File: src/rtl/bbox_sample_iter_if.sv
// Bus between the bounding-box stage (R13) and the sample stages (R14).
// Carries the incoming triangle/box/step request and the outgoing sample stream.
// master = the sample iterator, slave = its environment (upstream + downstream).
interface bbox_sample_iter_if #(
    parameter int SIGFIG = 24,
    parameter int VERTS  = 3,
    parameter int AXIS   = 3,
    parameter int COLORS = 3
);
    // Upstream side (R13): triangle, colour, box [0]=LL,[1]=UR; [.][0]=x,[.][1]=y
    logic [VERTS-1:0][AXIS-1:0][SIGFIG-1:0] tri_R13S;
    logic [COLORS-1:0][SIGFIG-1:0]          color_R13U;
    logic [1:0][1:0][SIGFIG-1:0]            box_R13S;
    logic                                   validTri_R13H;
    logic [3:0]                             subSample_RnnnnU;
    logic                                   halt_RnnnnL;

    // Downstream side (R14): latched triangle/colour and current sample (x,y)
    logic [VERTS-1:0][AXIS-1:0][SIGFIG-1:0] tri_R14S;
    logic [COLORS-1:0][SIGFIG-1:0]          color_R14U;
    logic [1:0][SIGFIG-1:0]                 sample_R14S;
    logic                                   validSamp_R14H;

    modport master (
        input  tri_R13S, color_R13U, box_R13S, validTri_R13H, subSample_RnnnnU,
        output halt_RnnnnL, tri_R14S, color_R14U, sample_R14S, validSamp_R14H
    );

    modport slave (
        output tri_R13S, color_R13U, box_R13S, validTri_R13H, subSample_RnnnnU,
        input  halt_RnnnnL, tri_R14S, color_R14U, sample_R14S, validSamp_R14H
    );
endinterface

File: src/rtl/bbox_sample_iter.sv
// Walks a triangle's pixel-aligned bounding box in raster order, one sample per cycle.
// Latency 1: first sample (box LL corner) is valid the cycle after the triangle is accepted.
// Upstream is held off (halt_RnnnnL low) until the last sample; no downstream backpressure.
module bbox_sample_iter #(
    parameter int SIGFIG = 24,
    parameter int RADIX  = 10,
    parameter int VERTS  = 3,
    parameter int AXIS   = 3,
    parameter int COLORS = 3
) (
    input  logic               clk,
    input  logic               rst,
    bbox_sample_iter_if.master bus
);

    typedef enum logic [1:0] {
        WAIT_STATE = 2'b00,
        TEST_STATE = 2'b01
    } state_t;

    localparam logic [SIGFIG-1:0] ONE = {{(SIGFIG-1){1'b0}}, 1'b1};

    state_t                                 state_q, state_d;
    logic [VERTS-1:0][AXIS-1:0][SIGFIG-1:0] tri_q, tri_d;
    logic [COLORS-1:0][SIGFIG-1:0]          color_q, color_d;
    logic [SIGFIG-1:0]                      samp_x_q, samp_x_d;
    logic [SIGFIG-1:0]                      samp_y_q, samp_y_d;
    logic [SIGFIG-1:0]                      ll_x_q, ll_x_d;
    logic [SIGFIG-1:0]                      ll_y_q, ll_y_d;
    logic [SIGFIG-1:0]                      ur_x_q, ur_x_d;
    logic [SIGFIG-1:0]                      ur_y_q, ur_y_d;
    logic [SIGFIG-1:0]                      step_q, step_d;
    logic                                   valid_q, valid_d;

    // One extra bit on the step adders so a box ending near max positive never wraps.
    logic signed [SIGFIG:0] x_inc, y_inc, ur_x_ext, ur_y_ext;
    logic                   x_past, y_past, at_last;
    logic                   halt, accept, box_ok;
    logic [SIGFIG-1:0]      new_step;

    // Decode the one-hot subsample selector into a fixed-point step; unknown codes mean 1 px.
    always_comb begin
        new_step = ONE << RADIX;
        case (bus.subSample_RnnnnU)
            4'b1000: new_step = ONE << RADIX;
            4'b0100: new_step = ONE << (RADIX - 1);
            4'b0010: new_step = ONE << (RADIX - 2);
            4'b0001: new_step = ONE << (RADIX - 3);
            default: new_step = ONE << RADIX;
        endcase
    end

    // Position of the next step and whether the walk has reached its final sample.
    always_comb begin
        x_inc    = $signed({samp_x_q[SIGFIG-1], samp_x_q}) + $signed({1'b0, step_q});
        y_inc    = $signed({samp_y_q[SIGFIG-1], samp_y_q}) + $signed({1'b0, step_q});
        ur_x_ext = $signed({ur_x_q[SIGFIG-1], ur_x_q});
        ur_y_ext = $signed({ur_y_q[SIGFIG-1], ur_y_q});
        x_past   = x_inc > ur_x_ext;
        y_past   = y_inc > ur_y_ext;
        at_last  = x_past && y_past;
    end

    // Upstream handshake: ready when idle or on the last sample, so walks chain without bubbles.
    always_comb begin
        halt   = (state_q == WAIT_STATE) || ((state_q == TEST_STATE) && at_last);
        accept = bus.validTri_R13H && halt;
        box_ok = ($signed(bus.box_R13S[0][0]) <= $signed(bus.box_R13S[1][0])) &&
                 ($signed(bus.box_R13S[0][1]) <= $signed(bus.box_R13S[1][1]));
    end

    // Next-state: load a new triangle, advance the raster walk, or drop back to idle.
    always_comb begin
        state_d  = state_q;
        tri_d    = tri_q;
        color_d  = color_q;
        samp_x_d = samp_x_q;
        samp_y_d = samp_y_q;
        ll_x_d   = ll_x_q;
        ll_y_d   = ll_y_q;
        ur_x_d   = ur_x_q;
        ur_y_d   = ur_y_q;
        step_d   = step_q;
        valid_d  = valid_q;

        case (state_q)
            WAIT_STATE: begin
                // An inverted box is swallowed: nothing latched, no samples.
                if (accept && box_ok) begin
                    state_d  = TEST_STATE;
                    valid_d  = 1'b1;
                    tri_d    = bus.tri_R13S;
                    color_d  = bus.color_R13U;
                    ll_x_d   = bus.box_R13S[0][0];
                    ll_y_d   = bus.box_R13S[0][1];
                    ur_x_d   = bus.box_R13S[1][0];
                    ur_y_d   = bus.box_R13S[1][1];
                    samp_x_d = bus.box_R13S[0][0];
                    samp_y_d = bus.box_R13S[0][1];
                    step_d   = new_step;
                end
            end
            TEST_STATE: begin
                if (at_last) begin
                    if (accept && box_ok) begin
                        valid_d  = 1'b1;
                        tri_d    = bus.tri_R13S;
                        color_d  = bus.color_R13U;
                        ll_x_d   = bus.box_R13S[0][0];
                        ll_y_d   = bus.box_R13S[0][1];
                        ur_x_d   = bus.box_R13S[1][0];
                        ur_y_d   = bus.box_R13S[1][1];
                        samp_x_d = bus.box_R13S[0][0];
                        samp_y_d = bus.box_R13S[0][1];
                        step_d   = new_step;
                    end else begin
                        // Walk finished: outputs keep their last values, only valid drops.
                        state_d = WAIT_STATE;
                        valid_d = 1'b0;
                    end
                end else if (!x_past) begin
                    samp_x_d = x_inc[SIGFIG-1:0];
                end else begin
                    samp_x_d = ll_x_q;
                    samp_y_d = y_inc[SIGFIG-1:0];
                end
            end
            default: begin
                state_d = WAIT_STATE;
                valid_d = 1'b0;
            end
        endcase
    end

    // State and datapath registers; reset clears everything, even mid-walk.
    always_ff @(posedge clk or posedge rst) begin
        if (rst) begin
            state_q  <= WAIT_STATE;
            tri_q    <= '0;
            color_q  <= '0;
            samp_x_q <= '0;
            samp_y_q <= '0;
            ll_x_q   <= '0;
            ll_y_q   <= '0;
            ur_x_q   <= '0;
            ur_y_q   <= '0;
            step_q   <= '0;
            valid_q  <= 1'b0;
        end else begin
            state_q  <= state_d;
            tri_q    <= tri_d;
            color_q  <= color_d;
            samp_x_q <= samp_x_d;
            samp_y_q <= samp_y_d;
            ll_x_q   <= ll_x_d;
            ll_y_q   <= ll_y_d;
            ur_x_q   <= ur_x_d;
            ur_y_q   <= ur_y_d;
            step_q   <= step_d;
            valid_q  <= valid_d;
        end
    end

    assign bus.halt_RnnnnL    = halt;
    assign bus.tri_R14S       = tri_q;
    assign bus.color_R14U     = color_q;
    assign bus.sample_R14S[0] = samp_x_q;
    assign bus.sample_R14S[1] = samp_y_q;
    assign bus.validSamp_R14H = valid_q;

endmodule

File: src/flat_wrapper.sv
// flat-port wrapper written by rule: the top's interface ports become plain ports
module bbox_sample_iter_flat 
#(
    parameter int SIGFIG = 24,
    parameter int RADIX  = 10,
    parameter int VERTS  = 3,
    parameter int AXIS   = 3,
    parameter int COLORS = 3
)
  (clk, rst, bus_tri_R13S, bus_color_R13U, bus_box_R13S, bus_validTri_R13H, bus_subSample_RnnnnU, bus_halt_RnnnnL, bus_tri_R14S, bus_color_R14U, bus_sample_R14S, bus_validSamp_R14H);
  bbox_sample_iter_if #(.SIGFIG(SIGFIG), .VERTS(VERTS), .AXIS(AXIS), .COLORS(COLORS)) bus_i ();
  input  logic clk;
  input  logic rst;
  input wire logic [$bits(bus_i.tri_R13S)-1:0] bus_tri_R13S;
  input wire logic [$bits(bus_i.color_R13U)-1:0] bus_color_R13U;
  input wire logic [$bits(bus_i.box_R13S)-1:0] bus_box_R13S;
  input wire logic [$bits(bus_i.validTri_R13H)-1:0] bus_validTri_R13H;
  input wire logic [$bits(bus_i.subSample_RnnnnU)-1:0] bus_subSample_RnnnnU;
  output wire logic [$bits(bus_i.halt_RnnnnL)-1:0] bus_halt_RnnnnL;
  output wire logic [$bits(bus_i.tri_R14S)-1:0] bus_tri_R14S;
  output wire logic [$bits(bus_i.color_R14U)-1:0] bus_color_R14U;
  output wire logic [$bits(bus_i.sample_R14S)-1:0] bus_sample_R14S;
  output wire logic [$bits(bus_i.validSamp_R14H)-1:0] bus_validSamp_R14H;
  assign bus_i.tri_R13S = bus_tri_R13S;
  assign bus_i.color_R13U = bus_color_R13U;
  assign bus_i.box_R13S = bus_box_R13S;
  assign bus_i.validTri_R13H = bus_validTri_R13H;
  assign bus_i.subSample_RnnnnU = bus_subSample_RnnnnU;
  assign bus_halt_RnnnnL = bus_i.halt_RnnnnL;
  assign bus_tri_R14S = bus_i.tri_R14S;
  assign bus_color_R14U = bus_i.color_R14U;
  assign bus_sample_R14S = bus_i.sample_R14S;
  assign bus_validSamp_R14H = bus_i.validSamp_R14H;
  bbox_sample_iter #(.SIGFIG(SIGFIG), .RADIX(RADIX), .VERTS(VERTS), .AXIS(AXIS), .COLORS(COLORS)) u_core (.clk(clk), .rst(rst), .bus(bus_i));
endmodule
File: config.mk
export PLATFORM = sky130hd
export DESIGN_NAME = bbox_sample_iter_flat
export DESIGN_NICKNAME = d
export VERILOG_FILES = /design/src/rtl/bbox_sample_iter_if.sv /design/src/rtl/bbox_sample_iter.sv /design/src/flat_wrapper.sv
export SDC_FILE = /design/constraint.sdc
export NUM_CORES = 1
export LEC_CHECK = 0
export BUFFER_PORTS_ARGS = -buffer_cell sky130_fd_sc_hd__buf_2
export CORE_AREA = 2 2 282 284
export DETAILED_ROUTE_END_ITERATION = 10
export DIE_AREA = 0 0 284 286
export PLACE_DENSITY = 0.53
export SLEW_MARGIN = 40
export SYNTH_ARGS = -nofsm -noshare
export SYNTH_HDL_FRONTEND = slang
export SYNTH_SLANG_ARGS = --single-unit
File: constraint.sdc
create_clock -name clk -period 36.8 [get_ports clk]
set_input_delay 3.68 -clock clk [delete_from_list [all_inputs] [get_ports clk]]
set_output_delay 3.68 -clock clk [all_outputs]
set_load 0.01 [all_outputs]
==> key figures <==
Outcome
  – Status: finished, final reports clean

Timing
  – Tightest Pin Transition: 0.834 ns
  – Worst rel slew slack: between 40% and 50%
  – Fin Clk Skew: about 0.033 ns
  – Highest Clock Rate: ~110 MHz
  – Max-slew violations: 0
  – Fin. Hold Viols: 0
  – Crit share post-route: 24.8%
  – RSZ-0062 raised after global routing: false
  – TNS Setup: 0 ns
  – Final setup vio count: 0
  – Min cycle time layout: a little over 9 ns

Synthesis
  – #FFs+latches synth: 414
  – Syn_area_per_cell: between 10 and 15 um2
  – Netlist cell types: slightly below 60
  – Post-synthesis sequential area ratio: approximately 54%
  – Post-Synthesis Cells: around 1,500
  – Post-synth net total: slightly above 2,000
  – Synthesized area: between 0.015 and 0.02 mm2
  – Post-synth EDFFs: 0
  – Top_reg_cell synth: dfrtp_1
  – Syn. warnings: 0
  – Async S/R FF share, synth: 100%

Routing
  – WL per Instance: ~20 um
  – DRT antenna net count: 0
  – Via count: 15,098
  – Initial DRC Count: 707
  – Vias/cell: 4.51
  – DR pass1 iterations: 5
  – Post-Route WL: between 60,000 and 70,000 um
  – DRC: 0

Placement
  – GPL Wtd Cong: about 0.86
  – IO Port Bufs: 728
  – Placed cell count: about 3,300
  – Placed wire-length estimate: about 52,000 um

Setup path
  – Worst setup path startpoint: u_core.step_q[7]
  – Crit path launch type: flop
  – Critical path's slowest cell: nor4_1
  – RR Startpoint: u_core.step_q[7]
  – Slowest Stage Delay on Critical Path: around 0.72 ns
  – Reg2reg setup slack: between 20 and 30 ns
  – Worst Setup EP: bus_halt_RnnnnL
  – Critical Path Sink Type: output pin
  – Critical path cell sequence: ha_1 > fa_1 > a21o_1 > a21oi_1 > nor2_1 > nand2_1 > nor2_1 > xnor2_1 > ha_1 > nand4_1 > nor4_1 > a211oi_1 > o21ai_1 > a21oi_4 > inv_2 > buf_2
  – Worst EP arrival: between 5 and 6 ns
  – Worst-path fanout max: 5
  – Critical path class: flop to output pin
  – R2R depth: 20
  – Worst reg2reg endpoint: u_core.bus.tri_R14S[83]
  – CP required: around 33 ns

Floorplanning
  – Rows: 103
  – DIE WIDTH: ~280 um
  – Die area: between 0.08 and 0.09 mm2
  – Placeable Area: 0.0784 mm2
  – Die height: around 290 um
  – Starting Density: 24.4%
  – Top-Level Pins: 729

CTS
  – CTS Root Cell: clkbuf_16
  – Setup Fix Bufs, Post-CTS: 0
  – CTS tree: yes
  – CTS Hold Bufs: 0
  – Resized Gates After CTS: 0
  – Worst-Skew Late Latency: between 0.5 and 0.6 ns
  – Clk buf depth: 3
  – Clock transition at path regs: 0.06 ns
  – H-tree levels: 2
  – Clk sink count: around 410
  – CTS buffer count: 48

Power
  – Max VDD drop: ~0.000066 V
  – Sw Pwr: around 950 uW
  – Leakage Power: about 0.013 uW
  – Cell area power density: between 90 and 100 mW/mm2
  – Internal power: approximately 1500 uW
  – Logic pwr share: a little under half
  – Sequential share of power: 34.3%
  – Switching share of power: 39.6%
  – Clk network pwr share: between 20% and 30%

Global route
  – Global route total overflow: 0
  – Total track usage: roughly 16%
  – Vias in the first global route: 16,057
  – First-pass GRT wire length: 101,000 um
  – Largest net degree at the start of global routing: about 180
  – Initial antenna violation count: 21

Final layout
  – Layout cells sized above 1: between 50% and 60%
  – Finished Layout Cells: roughly 3,300
  – Commonest non-fill, non-tap cell in the layout: buf_2
  – Area Growth Syn to Fin: 33.6%
  – Nets@finish: between 2,000 and 3,000
  – Most frequent cells in the layout: buf_2 (728), dfrtp_1 (414), mux2_2 (316), inv_1 (129), ha_1 (107)

Worst hold path
  – Hold Crit Class: flop to flop

Job
  – Total of max-cap violations: 0
## flip-flops by register name, summed over array words and instances (netlist names)
name	cells
u_core.state_q	1
u_core.ur_y_q	24
u_core.ll_x_q	24
u_core.ur_x_q	24
u_core.bus.color_R14U	72
u_core.samp_y_q	24
u_core.samp_x_q	24
u_core.step_q	4
u_core.bus.tri_R14S	216
u_core.bus.validSamp_R14H	1
## cell type report
| type | instances | area, um2 |
|---|---|---|
| Antenna cell | 8 | 20.0 |
| Clock buffer | 70 | 1410 |
| Clock inverter | 16 | 171 |
| Fill cell | 8077 | 52800 |
| Inverter | 132 | 508 |
| Multi-Input combinational cell | 911 | 7920 |
| Sequential cell | 414 | 10400 |
| Tap cell | 1050 | 1310 |
| Timing Repair Buffer | 745 | 3850 |
## through the flow
stage	worst slack [ns]	power, uW	hold slack [ns]	cell area (um2)	util [%]
after detailed placement	28.09	1930	0.466	23900	30.5
final	27.68	2400	0.478	25600	32.6
after global placement	28.13	1900	0.460	23900	30.5
after global routing	27.43	2560	0.489	25600	32.6
after floorplan	21.60	1470	0.450	19100	-
after CTS	27.44	2430	0.478	25500	32.6
## how the worst min path moves through the flow
| stage | cells after the start | slack, ns | start | end |
|---|---|---|---|---|
| global placement | 1 | 0.46 | u_core.ll_x_q[4] | u_core.ll_x_q[4] |
| floorplan | 1 | 0.45 | u_core.ll_x_q[1] | u_core.ll_x_q[1] |
| finish | 1 | 0.48 | u_core.ll_x_q[4] | u_core.ll_x_q[4] |
| detailed placement | 1 | 0.47 | u_core.ll_x_q[4] | u_core.ll_x_q[4] |
| global route | 1 | 0.49 | u_core.ll_x_q[0] | u_core.ll_x_q[0] |
| CTS | 1 | 0.48 | u_core.ll_x_q[4] | u_core.ll_x_q[4] |
## critical path, delay by kind of cell (launching register included)
kind	cells	cell delay, ns
AOI/OAI and AO/OA	5	1.67
and+or+nand+nor	5	1.26
adders and majority gates	3	0.99
DFF	1	0.48
buffers and inverters	2	0.31
xor gates and xnor gates	1	0.14
## Yosys cell counts (all sizes together) (15+ instances only)
cell,count,area (um2)
ha,107,1340
inv,131,492
buf,48,284
clkbuf,21,78.8
nor2,32,128
xor2,15,131
nand4,20,125
xnor2,17,149
o21ai,72,360
nand2,42,158
a21oi,55,287
mux2,316,3560
nand3,66,330
a21o,19,143
dfrtp,414,10400
## power groups by stage
stage | combinational, uW | sequential (uW) | clock (uW)
after floorplan | 578 | 888 | 0
after global placement | 1080 | 821 | 0
after detailed placement | 1110 | 827 | 0
after CTS | 1110 | 824 | 497
after global routing | 1190 | 853 | 516
final | 1100 | 824 | 480
## routing by layer
metal	up-vias	wire length (um)	global-route usage, %
met3	107	4400	3.75
met2	514	34100	28.0
met5	-	36	0
met1	7535	27800	20.0
met4	6	1480	4.16
li1	6936	-	-
## cells by family after synthesis
logic type               after synthesis  share of synthesized area, %
buffers and inverters                201                          4.49
flip-flops                           414                          54.2
multiplexers                         330                          19.3
AND/OR/NAND/NOR                      206                          5.43
XOR/XNOR                              32                          1.47
AO/OA/AOI/OAI                        234                          7.92
adder cells (fa/ha/maj)              109                          7.21
Note: power is estimated with default switching activity, not from simulation.
